<file path="src/rtl/sc_dot_product_engine.sv">
// Stochastic-computing dot-product engine.
// Two LFSRs feed per-channel SNGs, a multiplier and a mux adder into a counter.
module sc_dot_product_engine #(
  parameter int DIMENSION = 4,
  parameter int WIDTH = 8,
  parameter int LEN_LOG2 = 8,
  parameter logic [WIDTH-1:0] SEED_DATA = 'hC3,
  parameter logic [WIDTH-1:0] SEED_WEIGHT = 'h81
) (
  input  logic clk,
  input  logic rst,
  input  logic start,
  input  logic mode,
  input  logic [WIDTH*DIMENSION-1:0] data,
  input  logic [WIDTH*DIMENSION-1:0] weights,
  output logic busy,
  output logic done,
  output logic [LEN_LOG2:0] count,
  output logic [2*WIDTH+$clog2(DIMENSION):0] dot
);

  localparam int SEL_W = $clog2(DIMENSION);
  localparam int N = 1 << LEN_LOG2;
  localparam int CW = LEN_LOG2 + 1;
  localparam int DW = 2*WIDTH + SEL_W + 1;
  localparam int SHIFT = 2*WIDTH + SEL_W - LEN_LOG2;

  function automatic logic [15:0] tap_mask(input int w);
    case (w)
      4:  return 16'h000C;
      5:  return 16'h0014;
      6:  return 16'h0030;
      7:  return 16'h0060;
      8:  return 16'h00B8;
      9:  return 16'h0110;
      10: return 16'h0240;
      11: return 16'h0500;
      12: return 16'h0829;
      13: return 16'h100D;
      14: return 16'h2015;
      15: return 16'h6000;
      16: return 16'hD008;
      default: return 16'h0000;
    endcase
  endfunction

  localparam logic [15:0] TAPS16 = tap_mask(WIDTH);
  localparam logic [WIDTH-1:0] TAPS = TAPS16[WIDTH-1:0];

  function automatic logic [WIDTH-1:0] lfsr_step(
    input logic [WIDTH-1:0] s
  );
    return {s[WIDTH-2:0], ^(s & TAPS)};
  endfunction

  typedef enum logic [1:0] {IDLE, LOAD, RUN, DONE} state_t;
  state_t state, state_nxt;

  logic [WIDTH*DIMENSION-1:0] data_q, wt_q;
  logic mode_q;
  logic [WIDTH-1:0] rng_d, rng_w;
  logic [DIMENSION-1:0] sd, sw, prod;
  logic [SEL_W-1:0] sel;
  logic add_q;
  logic [CW-1:0] run_cnt, acc, acc_nxt;
  logic last, filled;

  assign last = run_cnt == CW'(N + 1);
  assign filled = run_cnt >= CW'(2);
  assign acc_nxt = acc + CW'(add_q);
  assign prod = mode_q ? ~(sd ^ sw) : (sd & sw);

  always_ff @(posedge clk or posedge rst) begin
    if (rst) state <= IDLE;
    else     state <= state_nxt;
  end

  always_comb begin
    state_nxt = state;
    case (state)
      IDLE:    if (start) state_nxt = LOAD;
      LOAD:    state_nxt = RUN;
      RUN:     if (last) state_nxt = DONE;
      DONE:    state_nxt = IDLE;
      default: state_nxt = IDLE;
    endcase
  end

  always_comb begin
    busy = state != IDLE;
    done = state == DONE;
  end

  always_ff @(posedge clk or posedge rst) begin
    if (rst) begin
      data_q  <= '0;
      wt_q    <= '0;
      mode_q  <= 1'b0;
      rng_d   <= SEED_DATA;
      rng_w   <= SEED_WEIGHT;
      sd      <= '0;
      sw      <= '0;
      sel     <= '0;
      add_q   <= 1'b0;
      run_cnt <= '0;
      acc     <= '0;
      count   <= '0;
      dot     <= '0;
    end else begin
      case (state)
        LOAD: begin
          data_q  <= data;
          wt_q    <= weights;
          mode_q  <= mode;
          rng_d   <= SEED_DATA;
          rng_w   <= SEED_WEIGHT;
          sd      <= '0;
          sw      <= '0;
          sel     <= '0;
          add_q   <= 1'b0;
          run_cnt <= '0;
          acc     <= '0;
        end
        RUN: begin
          rng_d <= lfsr_step(rng_d);
          rng_w <= lfsr_step(rng_w);
          for (int d = 0; d < DIMENSION; d++) begin
            sd[d] <= data_q[d*WIDTH +: WIDTH] > rng_d;
            sw[d] <= wt_q[d*WIDTH +: WIDTH] > rng_w;
          end
          sel     <= sel + 1'b1;
          add_q   <= prod[sel];
          run_cnt <= run_cnt + 1'b1;
          // first two RUN edges only fill the SNG and adder registers
          if (filled) acc <= acc_nxt;
          if (last) begin
            count <= acc_nxt;
            dot   <= DW'(acc_nxt) << SHIFT;
          end
        end
        default: ;
      endcase
    end
  end

endmodule

</file>
<file path="config.mk">
export PLATFORM = sky130hd
export DESIGN_NAME = sc_dot_product_engine
export DESIGN_NICKNAME = d
export VERILOG_FILES = /design/src/rtl/sc_dot_product_engine.sv
export SDC_FILE = /design/constraint.sdc
export NUM_CORES = 1
export LEC_CHECK = 0
export CORE_MARGIN = 4
export CORE_UTILIZATION = 40
export CTS_CLUSTER_SIZE = 28
export DETAILED_ROUTE_END_ITERATION = 10
export PLACE_DENSITY_LB_ADDON = 0.1
export SYNTH_ARGS = -nofsm -noshare
export SYNTH_HDL_FRONTEND = slang
export SYNTH_SLANG_ARGS = --single-unit
</file>
<file path="constraint.sdc">
create_clock -name clk -period 5.84 [get_ports clk]
set_input_delay 1.46 -clock clk [delete_from_list [all_inputs] [get_ports clk]]
set_output_delay 1.46 -clock clk [all_outputs]
set_load 0.01 [all_outputs]
</file>
==> results.ini, run 1 <==
[synthesis]
syn-mean-instance-area_um2=11.2
synth_area_um2=6760
async_reset_ff_share_pct=100
synth_ff_type=dfrtp_1
synth-seq-cells=121
ys_types=48
yosysWarnings=0
synth_cells=605
synth_edf_count=0
synth_area_leader_cell=dfrtp_1
yosys.area.top_type_share_pct=42.6
synth_common_cells=dfrtp_1 (115), ha_1 (78), mux2_2 (59)
yosys-top-cells-area=dfrtp_1 (43%), ha_1 (14%), mux2_2 (9.8%), o21ai_0 (3.6%), a21oi_1 (3.0%)
yosysMostFrequentCell=dfrtp_1
ys_seq_area_share_pct=44.9

[clocking]
numCtsBuffers=17
cts_tree=built
clkLatencyLatePin_ps=420
clock_sinks=121
root_buffer=clkbuf_16
cts-hold-fix-buffers=0
cts_max_level=4
ctsResizeCount=0
cts.path.max_buffers=2
post-cts-setup-buffers=0
clkTransAtPathRegs_ps=60

[setup_path]
worst-setup-path-type=flip-flop to primary output
start_kind=flip-flop
crit_path_end_kind=primary output
critPathMaxFanout=4
crit_required_ps=4380
r2r_cells=7
cp.arrival_ps=1710

[die]
dieWidth_um=138
die_h_um=138
die-area_um2=19000
start_util_pct=40.7
io_pins=98
rows=47
core_um2=16600

[timing]
drv_slew=0
min_period_ps=3170
fmax_mhz=316
worst_pin_slew_ps=921
setup_viol=0
final.setup.tns_ps=0
skew_ps=11.3
slew_headroom_pct=38.6
final_hold_viol_count=0
rsz0062_at_grt=no
fin_crit_sh_pct=54.2

[power_and_ir_drop]
p_seq_share_pct=32.7
switching_power_mw=1.52
switching_share_pct=36.4
power_density_nw_per_um2=503
clockPowerShare_pct=24.3
p_comb_share_pct=42.9
ir_worst_vdd_mv=0.293
leakagePower_nw=3.63
power.internal_mw=2.66

[finish]
utilization_pct=50.1
layout-drive-gt1-share_pct=16.2
synthToLayoutAreaGrowth_pct=23.0
antennaDiodeCount=0
final_nets=832

[place]
gp_congestion=0.760
dp_hpwl_um=10500
portBuffers=87

[status]
outcome=completed

[route]
ant_nets=0
vias=4754
vias_per_cell=5.17
firstDrtPassIters=4
drc=0
drt-initial-drc-count=177
drt-total-wl_um=14400
wl_per_cell_um=15.7

[grt]
antenna_found_initial=0
grt.overflow.total=0
first_global_vias=4936
track_usage_pct=16.6
grt_first_pass_wirelength_um=24600
grt_max_degree=76

[min_path]
min_path_type=flip-flop to flip-flop
hold_depth=2

[run]
drv_cap=0

## cell families (layout without fill, tap and decap cells)
group / after synthesis / count (layout) / share of synthesized area [%]
xor gates and xnor gates: 17 / 17 / 2.20
buffers and inverters: 71 / 156 / 5.22
adders and majority gates: 78 / 78 / 14.4
muxes: 63 / 63 / 10.6
AOI/OAI and AO/OA: 126 / 126 / 11.1
other: 1 / 10 / 0.0555
and+or+nand+nor: 128 / 128 / 11.4
DFF: 121 / 121 / 44.9
## sequential cells by signal, summed over array words and instances (netlist names)
name and flops:
sd 4, sel 2, count 9, acc 9, data_q 32, rng_w 8
wt_q 32, rng_d 8, add_q 1, run_cnt 9, sw 4, mode_q 1
state 2
## worst paths after layout
path | slack, ps | endpoint | from
setup / recovery | 2670 | busy | state[0]$_DFFE_PP0P_
hold / removal | 500 | count[8]$_DFFE_PP0P_ | count[8]$_DFFE_PP0P_
setup reg to reg | 3240 | sd[3]$_DFFE_PP0P_ | state[0]$_DFFE_PP0P_
hold reg to reg | 500 | count[8]$_DFFE_PP0P_ | count[8]$_DFFE_PP0P_
max in group asynchronous | 3380 | count[2]$_DFFE_PP0P_ | rst
min in group asynchronous | 1410 | run_cnt[6]$_DFFE_PP0P_ | rst
## cells in the final DEF, fill, tap and decap left out, types with 3 or more instances in the layout
cell type / netlist / layout
dfrtp_1: 115 / 115
clkdlybuf4s50_1: 0 / 87
ha_1: 78 / 77
mux2_2: 59 / 59
o21ai_0: 49 / 49
a21oi_1: 41 / 41
nand2_1: 39 / 39
inv_1: 32 / 31
and4_1: 19 / 19
clkbuf_16: 0 / 17
nand3_1: 15 / 15
xor2_1: 11 / 11
conb_1: 1 / 10
nor2_1: 9 / 9
a221o_1: 9 / 9
clkbuf_1: 14 / 9
nor2b_1: 8 / 8
o211ai_1: 8 / 8
or3b_2: 8 / 8
xnor2_1: 6 / 6
dfstp_2: 6 / 6
nor3_1: 5 / 5
nand3b_1: 5 / 5
buf_4: 19 / 5
nand4_1: 4 / 4
o21ai_1: 4 / 4
and2_1: 3 / 3
nand2b_1: 3 / 3
mux2i_1: 3 / 3
clkbuf_8: 1 / 3
## metal layers
layer / up-vias / wire length (µm) / track usage, %
met4: 0 / 134 / 5.76
li1: 2333 / - / -
met1: 2329 / 6840 / 22.0
met5: - / 0 / 0
met3: 13 / 454 / 3.41
met2: 79 / 7010 / 27.2
## through the flow
step	cells	worst slack [ps]	cell area (µm²)	hold slack [ps]	total power, mW
floorplan	614	1180	6790	461	2.70
finish	919	2670	8310	496	4.18
detailed placement	887	2840	7750	490	3.20
global route	919	2560	8310	529	4.57
CTS	919	2640	8310	503	4.24
global placement	887	2870	7750	474	3.10
## power groups by stage
| stage | sequential, mW | clock, mW | combinational [mW] |
|---|---|---|---|
| 2_1_floorplan | 1.30 | 0 | 1.40 |
| 3_3_place_gp | 1.38 | 0 | 1.71 |
| 3_5_place_dp | 1.39 | 0 | 1.81 |
| 4_1_cts | 1.38 | 1.04 | 1.82 |
| 5_1_grt | 1.41 | 1.08 | 2.07 |
| 6_report | 1.37 | 1.02 | 1.80 |
## worst max-delay path, cell delays in order (launching register included)
cell	delay, ps
dfrtp_1	400
inv_1	100
ha_1	200
inv_1	60
clkdlybuf4s50_1	530
## final cells by class
class                   instances  area, µm²
multi-input cells             422       3410
well taps                     220        275
inverters                      32        123
flip-flops and latches        121       3040
clock buffers                  29        500
fillers                      1492       8270
clock inverters                 3       65.1
repair buffers                 92        908
No activity file was read; power rests on OpenSTA's default activity.
==> run 2: changes to the inputs <==
==> constraint.sdc (replaced) <==
create_clock -name clk -period 3.1 [get_ports clk]
set_input_delay 0.775 -clock clk [delete_from_list [all_inputs] [get_ports clk]]
set_output_delay 0.775 -clock clk [all_outputs]
set_load 0.01 [all_outputs]
==> run 2 against run 1 <==
Compared with the run above:
- clock skew shrank 4.7 ps
- worst hold slack got worse by 0.97 ps
- die area did not move
- final cell count unchanged
- power increased by 93%
- critical path depth stayed put
- sequential share of layout area decreased by 0.42 points
- cell area rose by 1.2%
- wire length shrank 0.94%
- sequential power rose by 88%
- combinational power rose by 89%
- critical path type unchanged
- highest routed layer unchanged
==> results.ini, run 2 (synthesis results as in run 1) <==
[clocking]
clock_sinks=121  ; unchanged
cts_max_level=4  ; unchanged
root_buffer=clkbuf_16
clkLatencyLatePin_ps=410  ; about the same
cts-hold-fix-buffers=0  ; unchanged
ctsResizeCount=0  ; unchanged
cts.path.max_buffers=2  ; unchanged
clkTransAtPathRegs_ps=50  ; about the same
numCtsBuffers=17  ; unchanged
post-cts-setup-buffers=0  ; unchanged
cts_tree=built

[timing]
fin_crit_sh_pct=80.6
worst_pin_slew_ps=660  ; -261 ps
fmax_mhz=400
rsz0062_at_grt=no
min_period_ps=2500
final_hold_viol_count=0  ; unchanged
hold_slack_ps=495  ; -0.973 ps
drv_slew=0  ; unchanged
slew_headroom_pct=56.0  ; +17 points
final.setup.tns_ps=0  ; unchanged
setup_viol=0  ; unchanged
skew_ps=6.67  ; -4.67 ps

[finish]
top_regs=data_q x32, wt_q x32
antennaDiodeCount=0  ; unchanged
layout_common_cells=dfrtp_1 (115), clkdlybuf4s50_1 (87), ha_1 (77)
multi_input_area_um2=3410  ; unchanged
synthToLayoutAreaGrowth_pct=24.4
layout-drive-gt1-share_pct=17.3  ; +1.1 points
n_fill_cell=1509  ; +1.1%
finalNonFillerCells=919  ; unchanged
ff_latch_area_um2=3040  ; unchanged
final_common_cell=dfrtp_1
final_nets=832  ; unchanged

[route]
firstDrtPassIters=4  ; unchanged
drt-total-wl_um=14300  ; -0.94%
drt-initial-drc-count=230  ; +30%
ant_nets=0  ; unchanged
vias=4637  ; -2.5%
vias_per_cell=5.05  ; -2.5%
wl_per_cell_um=15.6  ; -0.94%
drc=0  ; unchanged

[setup_path]
r2r_cells=5  ; -2
cp_top_family=buffers and inverters
worst-setup-path-type=flip-flop to primary output
crit_required_ps=2320  ; -2060 ps
cp.arrival_ps=1720  ; about the same
crit_slowest_cell=clkdlybuf4s50_1
start_kind=flip-flop
cp_common_cell=inv_1
crit_path_end_kind=primary output
regToRegStartpoint=state[0]$_DFFE_PP0P_
slowest_delay_ps=530  ; about the same
r2r_slack_ps=960  ; -2280 ps
r2r-end=count[1]$_DFFE_PP0P_
worst-path-buf-inv=3  ; unchanged
crit_chain=inv_1 > ha_1 > inv_1 > clkdlybuf4s50_1
crit_cells=4  ; unchanged
critPathMaxFanout=4  ; unchanged

[power_and_ir_drop]
ir_worst_vdd_mv=0.564  ; +93%
power_density_nw_per_um2=961  ; +91%
power.total_mw=8.08  ; +93%
leakagePower_nw=3.68  ; +1.3%

[die]
die-area_um2=19000  ; unchanged
io_pins=98  ; unchanged
start_util_pct=40.7  ; unchanged
dieWidth_um=138  ; unchanged
die_h_um=138  ; unchanged
core_um2=16600  ; unchanged
rows=47  ; unchanged

[grt]
antenna_found_initial=0  ; unchanged
first_global_vias=4922  ; -0.28%
grt.overflow.total=0  ; unchanged
grt_max_degree=122  ; +61%
track_usage_pct=16.5  ; -0.091 points
grt_first_pass_wirelength_um=24400  ; -0.78%

[min_path]
hold_depth=2  ; unchanged
min_path_type=flip-flop to flip-flop
min_from=count[8]$_DFFE_PP0P_
whs_endpoint=count[8]$_DFFE_PP0P_

[place]
portBuffers=87  ; unchanged
dp_hpwl_um=10400  ; -1.1%
gp_congestion=0.756  ; -0.53%
numPlacedInstances=887  ; unchanged

[run]
drv_cap=0  ; unchanged

[status]
outcome=completed

[run 2: cell count changes in the layout (fill, tap and decap cells not counted), sizes merged]
cell,change
clkinv,+3
bufinv,+1
clkinvlp,+1
clkbuf,-4
inv,-1
[run 2: layout make-up]
class,count,share of cell area [%]
timing repair buffer,92,11.1
multi-input combinational,422,40.5
sequential,121,36.1
clock inverter,7,1.31
inverter,32,1.47
clock buffer,25,6.25
tap,220,3.27
[run 2: tightest hold or removal path, stage by stage, from the launching register on]
cell and delay, ps:
dfrtp_1 350, nand2_1 50, o21ai_0 60
[run 2: per-stage QoR]
step / area, µm² / worst slack [ps] / utilization, %
finish: 8410 / 602 / 50.7
global route: 8410 / 490 / 50.7
CTS: 8410 / 569 / 50.7
detailed placement: 7770 / 964 / 46.9
global placement: 7770 / 1050 / 46.9
floorplan: 6800 / 847 / -
[run 2: how the worst max path moves through the flow]
stage                                end                  from  slack, ps
finish                              busy  state[0]$_DFFE_PP0P_        600
global route                        busy  state[0]$_DFFE_PP0P_        490
CTS                                 busy  state[0]$_DFFE_PP0P_        570
detailed placement  count[1]$_DFFE_PP0P_  state[0]$_DFFE_PP0P_        960
global placement    count[1]$_DFFE_PP0P_  state[0]$_DFFE_PP0P_       1050
floorplan             acc[0]$_DFFE_PP0P_                   rst        850
[run 2: per-layer routing]
metal  vias up  GRT usage, %  wire length [µm]  share of wire [%]
met1      2228          21.1              6720                 47
met5         -             0                 0                  0
met3        14          4.75               470                3.3
met4         0          5.05               146                1.0
li1       2324             -                 -                  -
met2        71          27.2              6970                 49
[run 2: report_power, final]
part | switching [mW] | internal [mW] | total, mW
clock | 0.682 | 1.41 | 2.09
sequential | 0.382 | 2.20 | 2.58
combinational | 1.81 | 1.60 | 3.41
